## config.mk

```make
export PLATFORM = sky130hd
export DESIGN_NAME = fetch_unit_ms
export DESIGN_NICKNAME = d
export VERILOG_FILES = /design/src/rtl/fetch_unit_ms.sv
export SDC_FILE = /design/constraint.sdc
export NUM_CORES = 1
export LEC_CHECK = 0
export CAP_MARGIN = 0
export CORE_MARGIN = 3
export CORE_UTILIZATION = 25
export DETAILED_ROUTE_END_ITERATION = 6
export DONT_BUFFER_PORTS = 1
export PLACE_DENSITY = 0.36
export SKIP_LAST_GASP = 1
export SYNTH_ARGS = -nofsm -noshare
export SYNTH_HDL_FRONTEND = slang
export SYNTH_SLANG_ARGS = --single-unit
```

## constraint.sdc

```tcl
create_clock -name clk -period 3.3 [get_ports clk]
set_input_delay 0.33 -clock clk [delete_from_list [all_inputs] [get_ports clk]]
set_output_delay 0.33 -clock clk [all_outputs]
set_load 0.02 [all_outputs]
```

## src/rtl/fetch_unit_ms.sv

```systemverilog
// fetch_unit_ms: instruction fetch stage with multi-word instruction assembly.
// The stage holds the PC and reads an asynchronous-read instruction memory.
// An opcode word whose top OPC_W bits equal EXT_OPCODE is followed by
// EXT_WORDS immediate words. The stage collects all of these words into one
// registered bundle for decode. Redirects are prioritised. Interrupts are
// deferred to instruction boundaries.
//
// Ports:
//   clk, reset          clock; asynchronous active-high reset
//   imem_addr/rdata     memory address (equals PC) and same-cycle read data
//   stall               hold fetch state and outputs
//   exception           redirect to RESET_VEC (highest priority)
//   interrupt, set_int  hardware / software interrupt requests
//   pop_pc, pc_pop      redirect to popped return address
//   jmp, pc_jmp         redirect to jump target
//   instr_o, imm_o      opcode word and immediates (word 0 in the MS slot)
//   pc_o                address following the last word of the bundle
//   valid_o, int_o      bundle valid; first bundle after interrupt entry
module fetch_unit_ms #(
  parameter int unsigned ADDR_W     = 32,
  parameter int unsigned INSTR_W    = 16,
  parameter int unsigned OPC_W      = 4,
  parameter int unsigned EXT_OPCODE = 8,
  parameter int unsigned EXT_WORDS  = 1,
  parameter int unsigned RESET_VEC  = 32,
  parameter int unsigned INT_VEC    = 0
) (
  input  logic                         clk,
  input  logic                         reset,
  output logic [ADDR_W-1:0]            imem_addr,
  input  logic [INSTR_W-1:0]           imem_rdata,
  input  logic                         stall,
  input  logic                         exception,
  input  logic                         interrupt,
  input  logic                         set_int,
  input  logic                         pop_pc,
  input  logic [ADDR_W-1:0]            pc_pop,
  input  logic                         jmp,
  input  logic [ADDR_W-1:0]            pc_jmp,
  output logic [INSTR_W-1:0]           instr_o,
  output logic [EXT_WORDS*INSTR_W-1:0] imm_o,
  output logic [ADDR_W-1:0]            pc_o,
  output logic                         valid_o,
  output logic                         int_o
);

  localparam int unsigned CNT_W = (EXT_WORDS > 1) ? $clog2(EXT_WORDS) : 1;
  localparam logic [CNT_W-1:0] CNT_LAST = CNT_W'(EXT_WORDS - 1);

  typedef enum logic {OP, EXT} state_t;

  state_t                       state, state_n;
  logic [ADDR_W-1:0]            pc, pc_n, pc_inc;
  logic [CNT_W-1:0]             cnt, cnt_n;
  logic                         int_pending, int_pending_n;
  logic                         int_mark, int_mark_n;
  logic [INSTR_W-1:0]           instr_n;
  logic [EXT_WORDS*INSTR_W-1:0] imm_n;
  logic [ADDR_W-1:0]            pc_o_n;
  logic                         valid_n, int_n;

  logic redirect, take_int, is_ext_op, last_word;

  assign imem_addr = pc;
  assign pc_inc    = pc + ADDR_W'(1);
  assign redirect  = exception | pop_pc | jmp;
  // Interrupts are only taken at an instruction boundary, never mid-assembly.
  assign take_int  = int_pending && (state == OP) && !stall;
  assign is_ext_op = (imem_rdata[INSTR_W-1 -: OPC_W] == OPC_W'(EXT_OPCODE));
  assign last_word = (cnt == CNT_LAST);

  // State register
  always_ff @(posedge clk or posedge reset) begin
    if (reset) state <= OP;
    else       state <= state_n;
  end

  // Next-state logic
  always_comb begin
    state_n = state;
    if (redirect || take_int) begin
      state_n = OP;
    end else if (!stall) begin
      if (state == OP) begin
        if (is_ext_op) state_n = EXT;
      end else if (last_word) begin
        state_n = OP;
      end
    end
  end

  // Next values for the PC, the assembly counter and the output bundle
  always_comb begin
    pc_n          = pc;
    cnt_n         = cnt;
    int_pending_n = int_pending | interrupt | set_int;
    int_mark_n    = int_mark;
    instr_n       = instr_o;
    imm_n         = imm_o;
    pc_o_n        = pc_o;
    valid_n       = valid_o;
    int_n         = int_o;
    if (exception) begin
      pc_n          = ADDR_W'(RESET_VEC);
      valid_n       = 1'b0;
      int_n         = 1'b0;
      int_pending_n = 1'b0;
    end else if (pop_pc) begin
      pc_n    = pc_pop;
      valid_n = 1'b0;
      int_n   = 1'b0;
    end else if (jmp) begin
      pc_n    = pc_jmp;
      valid_n = 1'b0;
      int_n   = 1'b0;
    end else if (take_int) begin
      pc_n          = ADDR_W'(INT_VEC);
      valid_n       = 1'b0;
      int_n         = 1'b0;
      // A request arriving on the entry edge stays pending.
      int_pending_n = interrupt | set_int;
      int_mark_n    = 1'b1;
    end else if (!stall) begin
      pc_n    = pc_inc;
      valid_n = 1'b0;
      int_n   = 1'b0;
      if (state == OP) begin
        instr_n = imem_rdata;
        imm_n   = '0;
        if (is_ext_op) begin
          cnt_n = '0;
        end else begin
          pc_o_n     = pc_inc;
          valid_n    = 1'b1;
          int_n      = int_mark;
          int_mark_n = 1'b0;
        end
      end else begin
        // Immediate word cnt lands in slot cnt counted from the MS end.
        for (int unsigned i = 0; i < EXT_WORDS; i++) begin
          if (cnt == CNT_W'(i))
            imm_n[(EXT_WORDS-1-i)*INSTR_W +: INSTR_W] = imem_rdata;
        end
        if (last_word) begin
          pc_o_n     = pc_inc;
          valid_n    = 1'b1;
          int_n      = int_mark;
          int_mark_n = 1'b0;
        end else begin
          cnt_n = cnt + CNT_W'(1);
        end
      end
    end
  end

  // Datapath and output registers
  always_ff @(posedge clk or posedge reset) begin
    if (reset) begin
      pc          <= ADDR_W'(RESET_VEC);
      cnt         <= '0;
      int_pending <= 1'b0;
      int_mark    <= 1'b0;
      instr_o     <= '0;
      imm_o       <= '0;
      pc_o        <= '0;
      valid_o     <= 1'b0;
      int_o       <= 1'b0;
    end else begin
      pc          <= pc_n;
      cnt         <= cnt_n;
      int_pending <= int_pending_n;
      int_mark    <= int_mark_n;
      instr_o     <= instr_n;
      imm_o       <= imm_n;
      pc_o        <= pc_o_n;
      valid_o     <= valid_n;
      int_o       <= int_n;
    end
  end

endmodule

```

==> results of run 1 <==
-- path summary, 6_finish.rpt --
path | start | endpoint | slack (ns) | cells after the start
max | imem_addr[5] | imem_addr[27] | 0.77 | 5
min | pop_pc | imem_addr[5] | 0.04 | 1
max reg2reg | imem_addr[5] | imem_addr[27] | 0.77 | 5
min reg2reg | int_mark | int_mark | 0.51 | 1
max in group asynchronous | reset | imem_addr[5] | 1.88 | 3
min in group asynchronous | reset | pc_o[26] | 0.54 | 2
-- sequential cells by signal (all words and copies together) (netlist names) --
signal and count:
imem_addr 32, imm_o 16, pc_o 32, state 1, instr_o 16, int_o 1, int_pending 1, valid_o 1
int_mark 1
-- metal layers --
metal / global-route usage, % / up-vias / share of wire, %
met5: 0 / - / 0
met4: 5.17 / 0 / 1.8
met3: 4.33 / 16 / 7.3
met2: 25.3 / 157 / 45
met1: 22.2 / 2357 / 46
li1: - / 2129 / -
-- area by class of cell --
type | count | area (um2) | share of cell area [%]
antenna | 1 | 2.50 | 0.0411
clock inverter | 7 | 62.6 | 1.03
sequential | 101 | 2530 | 41.5
multi-input combinational | 448 | 2810 | 46.1
inverter | 8 | 32.5 | 0.534
clock buffer | 9 | 225 | 3.70
timing repair buffer | 9 | 82.6 | 1.36
tap | 280 | 350 | 5.75
-- worst reg2reg max path, cell delays in order (launching register included) --
cell and delay (ns):
dfstp_2 0.65, and4_1 0.50, nand2_1 0.27, nor4_2 0.50, o21ai_0 0.16, a211o_1 0.34
-- cells by family after synthesis --
group / count (synthesis) / synth area share (%)
simple gates: 241 / 22.7
compound gates: 158 / 18.7
buf+inv: 55 / 4.85
mux: 19 / 3.76
xor+xnor: 29 / 4.54
flops: 101 / 45.2
fa+ha+maj: 1 / 0.224
-- power by group through the flow --
stage                     combinational, mW  clock, mW  sequential (mW)
after CTS                             0.339       1.13             1.77
after detailed placement              0.337          0             1.80
after floorplan                       0.292          0             1.72
final                                 0.333       1.09             1.77
after global routing                  0.384       1.19             1.79
after global placement                0.330          0             1.80
-- per-stage QoR --
| stage | instance area [um2] | cells | power [mW] | util [%] | hold WS (ns) |
|---|---|---|---|---|---|
| after CTS | 6090 | 862 | 3.25 | 27.8 | 0.0193 |
| final | 6090 | 863 | 3.19 | 27.8 | 0.0363 |
| after detailed placement | 5790 | 845 | 2.14 | 26.5 | 0.339 |
| after floorplan | 5590 | 604 | 2.02 | - | 0.463 |
| after global placement | 5790 | 845 | 2.13 | 26.5 | 0.350 |
| after global routing | 6090 | 863 | 3.37 | 27.8 | 0.0129 |
-- cells in the mapped netlist (9+ instances only) --
master / number / share of area [%]
a21oi_1: 12 / 1.1
a22oi_1: 14 / 1.9
and3_1: 9 / 1.0
buf_2: 14 / 1.3
clkbuf_1: 19 / 1.3
dfrtp_1: 100 / 45
mux2_2: 16 / 3.2
nand2_1: 90 / 6.0
nand2b_1: 11 / 1.2
nand3_1: 38 / 3.4
nand4_1: 10 / 1.1
nor2_1: 33 / 2.2
o21ai_0: 65 / 5.8
o31ai_1: 11 / 1.5
xnor2_1: 19 / 3.0
xor2_1: 10 / 1.6
==> impl_metrics.tcl, run 1 <==
set metrics [dict create \
    clk_pin_slew_worst_paths_ns 0.08 \
    path_max_fanout 10 \
    pwr-share-comb_pct 10.4 \
    die-area_um2 24200 \
    ant_nets 0 \
    p_clk_share_pct 34.3 \
    vias_per_cell 5.40 \
    drc 0 \
    post-route-min-period_ns 2.53 \
    p_leak_nw 2.50 \
    yosysUniqueCellTypes 64 \
    fin_crit_sh_pct 76.7 \
    finClkSkew_ns 0.0117 \
    ir_drop_v 0.000193 \
    vias 4659 \
    wl_um 20100 \
    switching_share_pct 34.9 \
    yosysSeqAreaShare_pct 45.2 \
    max_freq_mhz 395 \
    setup_ws_ns 0.769 \
    post_cts_resized 0 \
    clock_sinks 101 \
    synthesis.nets 693 \
    hold_path.class "input pin to flip-flop" \
    synthesis.area_um2 5590 \
    clk_latency_ns 0.36 \
    avgSynthCellArea_um2 9.26 \
    grt_pass1_vias 4811 \
    coreArea_um2 21900 \
    crit_path_top_delay_cell "dfstp_2" \
    synthCells 604 \
    outcome "complete, no violations" \
    slew-limit-headroom_pct 29.4 \
    power.switching_mw 1.12 \
    dr.pass1.iters 5 \
    async_flop_share_pct 100 \
    final_common_cell "dfrtp_1" \
    grt_usage_pct 16.3 \
    worstPathArrival_ns 2.77 \
    worstPathRequired_ns 3.54 \
    cts_buffer_depth 2 \
    worstSetupPathType "flip-flop to flip-flop" \
    grt_first_pass_wirelength_um 30400 \
    grt_max_degree 66 \
    cts_tree "yes" \
    fin_nets 666 \
    antenna_found_initial 2 \
    syn_to_final_growth_pct 8.92 \
    crit_buf_inv 0 \
    tns_ns 0 \
    cap_violations 0 \
    setup_viol 0 \
    numCtsBuffers 9 \
    initial_utilization_pct 25.6 \
    ys_seq_elements 101 \
    p_per_area_nw_per_um2 524 \
    path_delay_family "simple AND/OR/NAND/NOR gates" \
    post-cts-setup-buffers 0 \
    synth_edf_count 0 \
    die_w_um 156 \
    grt_overflow 0 \
    drtIter0Drc 275 \
    hold_buffers 1 \
    yosys_warnings 0 \
    slew_viol_final 0 \
    max_stage_delay_ns 0.65 \
    drive_gt1_share_pct 10.3 \
    port_buffers 0 \
    die_h_um 156 \
    seqPwrFrac_pct 55.3 \
    ys_dominant_reg_cell "dfrtp_1" \
    hpwlAfterDp_um 14100 \
    layout_common_cells "dfrtp_1, nand2_1, o21ai_0, nand3_1, nor2_1" \
    wl_per_cell_um 23.3 \
    io_pins 186 \
    crit_chain "and4_1, nand2_1, nor4_2, o21ai_0, a211o_1" \
    num_rows 54 \
    rsz0062_at_grt "false" \
    start_kind "flip-flop" \
    fillers 2367 \
    cp-end-kind "flip-flop" \
    routabilityCongestion 0.775 \
    htree_levels 3 \
    post-place-ws_ns 0.777 \
    p_int_mw 2.08 \
    tightest_slew_ns 1.06 \
    cts-root-buf "clkbuf_16" \
    finalHoldViolations 0 \
]
No activity file was read; power rests on OpenSTA's default activity.
==> run 2: changes to the inputs <==
--- a/config.mk
+++ b/config.mk
@@ -10,7 +10,7 @@
 export CORE_UTILIZATION = 25
 export DETAILED_ROUTE_END_ITERATION = 6
 export DONT_BUFFER_PORTS = 1
-export PLACE_DENSITY = 0.36
+export PLACE_DENSITY = 0.38
 export SKIP_LAST_GASP = 1
 export SYNTH_ARGS = -nofsm -noshare
 export SYNTH_HDL_FRONTEND = slang
==> constraint.sdc (replaced) <==
create_clock -name clk -period 2.1 [get_ports clk]
set_input_delay 0.21 -clock clk [delete_from_list [all_inputs] [get_ports clk]]
set_output_delay 0.21 -clock clk [all_outputs]
set_load 0.02 [all_outputs]
==> run 2 against run 1 <==
Non-clock buffer count is 72 higher. Register-to-register slack got worse by 0.66 ns. Worst hold slack got worse by 0.027 ns. Cell count grew 8.2%. Sequential share of layout area shrank 4.0 points. Clock power is 62% higher. Largest power group unchanged.
==> impl_metrics.tcl, run 2 (synthesized netlist as in run 1, its figures left out) <==
set metrics [dict create \
    hold_path.class "input pin to flip-flop" \
    ant_nets 0 \
    grt_overflow 0 \
    r2r-start "imem_addr[5]" \
    switching_share_pct 34.8 \
    die_h_um 156 \
    cts_buffer_depth 2 \
    p_leak_nw 2.88 \
    finalHoldViolations 0 \
    worstPathArrival_ns 2.27 \
    dr_wl_met2_um 9590 \
    tightest_slew_ns 0.728 \
    crit_start "imem_addr[5]" \
    numCtsBuffers 9 \
    clk_latency_ns 0.36 \
    reg2reg_depth 5 \
    drive_gt1_share_pct 17.6 \
    grt_pass1_vias 5091 \
    final_common_cell "dfrtp_1" \
    final_util_pct 30.8 \
    wl_per_cell_um 21.9 \
    clk_pin_slew_worst_paths_ns 0.08 \
    start_kind "flip-flop" \
    finClkSkew_ns 0.0112 \
    htree_levels 3 \
    ir_drop_v 0.000347 \
    seqCellArea_um2 2530 \
    p_per_area_nw_per_um2 772 \
    outcome "complete, no violations" \
    tns_ns 0 \
    drc 0 \
    drtIter0Drc 262 \
    setup_viol 0 \
    die-area_um2 24200 \
    dr.max_layer_used "met4" \
    layout_common_cells "dfrtp_1, nand2_1, o21ai_0, buf_4, nand3_1" \
    clock_sinks 101 \
    fin_cells 934 \
    die_w_um 156 \
    cap_violations 0 \
    cts-root-buf "clkbuf_16" \
    grt_max_degree 102 \
    r2r-end "imem_addr[22]" \
    worstPathRequired_ns 2.38 \
    cp-end-kind "flip-flop" \
    vias 4855 \
    fin_crit_sh_pct 94.8 \
    hpwlAfterDp_um 14400 \
    power.total_mw 5.20 \
    antenna_found_initial 0 \
    num_rows 54 \
    drt-met1-wl_um 9090 \
    reg2reg_slack_ns 0.11 \
    coreArea_um2 21900 \
    max_freq_mhz 502 \
    syn_to_final_growth_pct 20.4 \
    slew_viol_final 0 \
    diodes 0 \
    placed_cells 898 \
    pwr-share-comb_pct 15.2 \
    wl_um 20400 \
    path_max_fanout 8 \
    rsz0062_at_grt "true" \
    p_int_mw 3.39 \
    dr.pass1.iters 4 \
    fin_nets 738 \
    grt_usage_pct 16.6 \
    met3_wirelength_um 1420 \
    vias_per_cell 5.20 \
    io_pins 186 \
    endpoint "imem_addr[22]" \
    initial_utilization_pct 25.6 \
    port_buffers 0 \
    setup_ws_ns 0.109 \
    seqPwrFrac_pct 50.7 \
    post-place-ws_ns 0.0362 \
    worstSetupPathType "flip-flop to flip-flop" \
    cts_tree "yes" \
    p_clk_share_pct 34.0 \
    power.switching_mw 1.81 \
    post-cts-setup-buffers 0 \
    slew-limit-headroom_pct 51.4 \
    multi_input_area_um2 2810 \
    fillers 2314 \
    post-route-min-period_ns 1.99 \
    routabilityCongestion 0.826 \
    grt_first_pass_wirelength_um 31100 \
]
[run 2: final cells by class]
| class | instances | share of cell area (%) |
|---|---|---|
| clock inverter | 7 | 1.17 |
| inverter | 8 | 0.501 |
| tap | 280 | 5.20 |
| sequential | 101 | 37.5 |
| multi-input combinational | 448 | 41.7 |
| clock buffer | 9 | 3.34 |
| timing repair buffer | 81 | 10.5 |
[run 2: power by group through the flow]
stage / clock, mW / combinational (mW) / sequential (mW)
after CTS: 1.82 / 0.805 / 2.65
after global placement: 0 / 0.748 / 2.68
after floorplan: 0 / 0.460 / 2.71
final: 1.77 / 0.791 / 2.64
after global routing: 1.91 / 0.879 / 2.68
after detailed placement: 0 / 0.765 / 2.69
[run 2: worst max-delay path, stage by stage (launching register included)]
cell and delay (ns):
dfstp_2 0.53, and4_2 0.31, and3_1 0.32, nand4_4 0.15, or4b_1 0.49, o211ai_1 0.10
[run 2: how the worst min path moves through the flow]
stage	from	end	slack (ns)	cells after the start
global placement	exception	int_pending	0.29	1
finish	stall	state	0.009	2
detailed placement	exception	imem_addr[16]	0.29	1
CTS	imem_rdata[12]	instr_o[12]	0.0005	1
global route	imem_rdata[9]	instr_o[9]	0.002	1
floorplan	imem_rdata[10]	imm_o[10]	0.34	2
[run 2: layer usage]
metal / vias up / global-route usage, %
li1: 2278 / -
met1: 2418 / 22.5
met2: 145 / 26.6
met3: 14 / 4.41
met4: 0 / 4.29
met5: - / 0
[run 2: through the flow]
step,hold WS [ns],instance area [um2]
after floorplan,0.343,5600
after global placement,0.287,6230
after detailed placement,0.290,6230
after CTS,0.000477,6720
after global routing,0.00177,6740
final,0.00937,6740
[run 2: repair_timing]
action | 4_1_cts | 5_1_grt
endpoints found under the setup margin | 0 | 21
hold buffers | 19 | 1
resized for setup | 0 | 2
endpoints found under the hold margin | 134 | 1
==> run 3: changes to the inputs <==
--- a/config.mk
+++ b/config.mk
@@ -10,7 +10,9 @@
 export CORE_UTILIZATION = 25
 export DETAILED_ROUTE_END_ITERATION = 6
 export DONT_BUFFER_PORTS = 1
+export MAX_ROUTING_LAYER = met4
 export PLACE_DENSITY = 0.38
+export SETUP_SLACK_MARGIN = 0.15
 export SKIP_LAST_GASP = 1
 export SYNTH_ARGS = -nofsm -noshare
 export SYNTH_HDL_FRONTEND = slang
==> run 3 against run 2 <==
Sequential power about the same. First-iteration DRC count fell by 8.4%. Worst hold slack gained 0.0091 ns. Register-to-register slack gained 0.02 ns. Via count grew 1.6%. Maximum frequency rose by 1.1%. Sequential share of layout area decreased by 0.94 points. Power rose by 0.57%. Utilization increased by 0.79 points. Cell count grew 1.2%. Global-route usage grew 0.51 points. Critical path type unchanged.
==> impl_metrics.tcl, run 3 (synthesized netlist as in run 1, its figures left out) <==
set metrics [dict create \
    clock_sinks 101 \
    drtIter0Drc 240 \
    p_leak_nw 3.00 \
    cts_tree "yes" \
    cap_violations 0 \
    fin_crit_sh_pct 93.8 \
    die_h_um 156 \
    worstHoldStart "imem_rdata[15]" \
    grt_pass1_vias 5069 \
    p_per_area_nw_per_um2 757 \
    final_common_cell "dfrtp_1" \
    num_rows 54 \
    final_util_pct 31.6 \
    io_pins 186 \
    hpwlAfterDp_um 15000 \
    coreArea_um2 21900 \
    finClkSkew_ns 0.0121 \
    max_freq_mhz 508 \
    cts_buffer_depth 2 \
    r2r-end "imem_addr[24]" \
    fin_nets 748 \
    hold_end "state" \
    syn_to_final_growth_pct 23.5 \
    worstSetupPathType "flip-flop to flip-flop" \
    finalHoldViolations 0 \
    path_max_fanout 8 \
    grt_usage_pct 17.1 \
    dpl_cell_area_um2 6250 \
    setup_ws_ns 0.130 \
    wl_per_cell_um 22.0 \
    grt_first_pass_wirelength_um 31100 \
    dr.pass1.iters 6 \
    outcome "complete, no violations" \
    reg2reg_depth 7 \
    rsz0062_at_grt "true" \
    hold_path.class "input pin to flip-flop" \
    stdcell_area_um2 6910 \
    setup_viol 0 \
    die_w_um 156 \
    initial_utilization_pct 25.6 \
    clk_latency_ns 0.36 \
    slew_viol_final 0 \
    die-area_um2 24200 \
    htree_levels 3 \
    clk_pin_slew_worst_paths_ns 0.08 \
    wl_um 20800 \
    reg2reg_slack_ns 0.13 \
    port_buffers 0 \
    start_kind "flip-flop" \
    hold_depth 2 \
    grt_overflow 0 \
    worstPathArrival_ns 2.27 \
    vias 4934 \
    antenna_found_initial 1 \
    worstPathRequired_ns 2.40 \
    holdWs_ns 0.0185 \
    cp-end-kind "flip-flop" \
    grt_max_degree 50 \
    r2r-start "imem_addr[5]" \
    ant_nets 0 \
    numCtsBuffers 9 \
    vias_per_cell 5.22 \
    layout_common_cells "dfrtp_1, nand2_1, buf_4, o21ai_0, nand3_1" \
    drive_gt1_share_pct 20.2 \
    post-route-min-period_ns 1.97 \
    routabilityCongestion 0.841 \
    slew-limit-headroom_pct 45.9 \
    tns_ns 0 \
    post-place-ws_ns -0.0247 \
    tightest_slew_ns 0.811 \
    cts-root-buf "clkbuf_16" \
    drc 0 \
    ir_drop_v 0.000259 \
]
## run 3: cell count changes in the layout (fill, tap and decap cells not counted), sizes merged
cell,change
buf,+9
dlygate4sd3,+1
diode,+1
## run 3: how the worst max path moves through the flow
stage	startpoint	end
3_5_place_dp	imem_addr[5]	imem_addr[22]
5_1_grt	imem_addr[5]	imem_addr[24]
6_report	imem_addr[5]	imem_addr[24]
3_3_place_gp	imem_addr[5]	imem_addr[21]
2_1_floorplan	imem_addr[5]	imem_addr[22]
4_1_cts	imem_addr[5]	imem_addr[18]
## run 3: final cells by class
| cell class | instances | area [um2] |
|---|---|---|
| multi-input combinational | 448 | 2900 |
| tap | 280 | 350 |
| antenna | 1 | 2.50 |
| fill | 2297 | 15000 |
| inverter | 8 | 33.8 |
| sequential | 101 | 2530 |
| clock inverter | 7 | 78.8 |
| clock buffer | 9 | 225 |
| timing repair buffer | 91 | 786 |
## run 3: routing by layer
layer | share of wire (%) | routed length (um) | global-route usage [%] | up-vias
met2 | 48 | 10000 | 26.9 | 156
li1 | - | - | - | 2306
met1 | 44 | 9180 | 22.8 | 2457
met5 | 0 | 0 | - | -
met3 | 6.3 | 1310 | 3.25 | 15
met4 | 1.3 | 276 | 4.67 | 0
## run 3: critical path, cell delays in order, from the launching register on
cell	delay, ns
dfstp_2	0.54
and4_4	0.30
nand4_1	0.13
buf_4	0.19
nor4_4	0.29
buf_4	0.17
nor3b_4	0.17
a211o_1	0.12
## run 3: what timing repair did
action,4_1_cts,5_1_grt
buffers inserted,0,4
pin swaps,0,9
hold endpoints to repair,78,0
resized for setup,6,21
setup endpoints to repair,26,33
hold buffers,21,0
## run 3: power by group
group	switching [mW]	internal, mW
Sequential	0.444	2.20
Clock	0.920	0.860
Combinational	0.465	0.345
Total	1.83	3.40
## run 3: per-stage QoR
step / cells / power, mW
2_1_floorplan: 604 / 3.17
3_3_place_gp: 903 / 3.44
3_5_place_dp: 903 / 3.45
4_1_cts: 940 / 5.29
5_1_grt: 945 / 5.46
6_report: 945 / 5.23
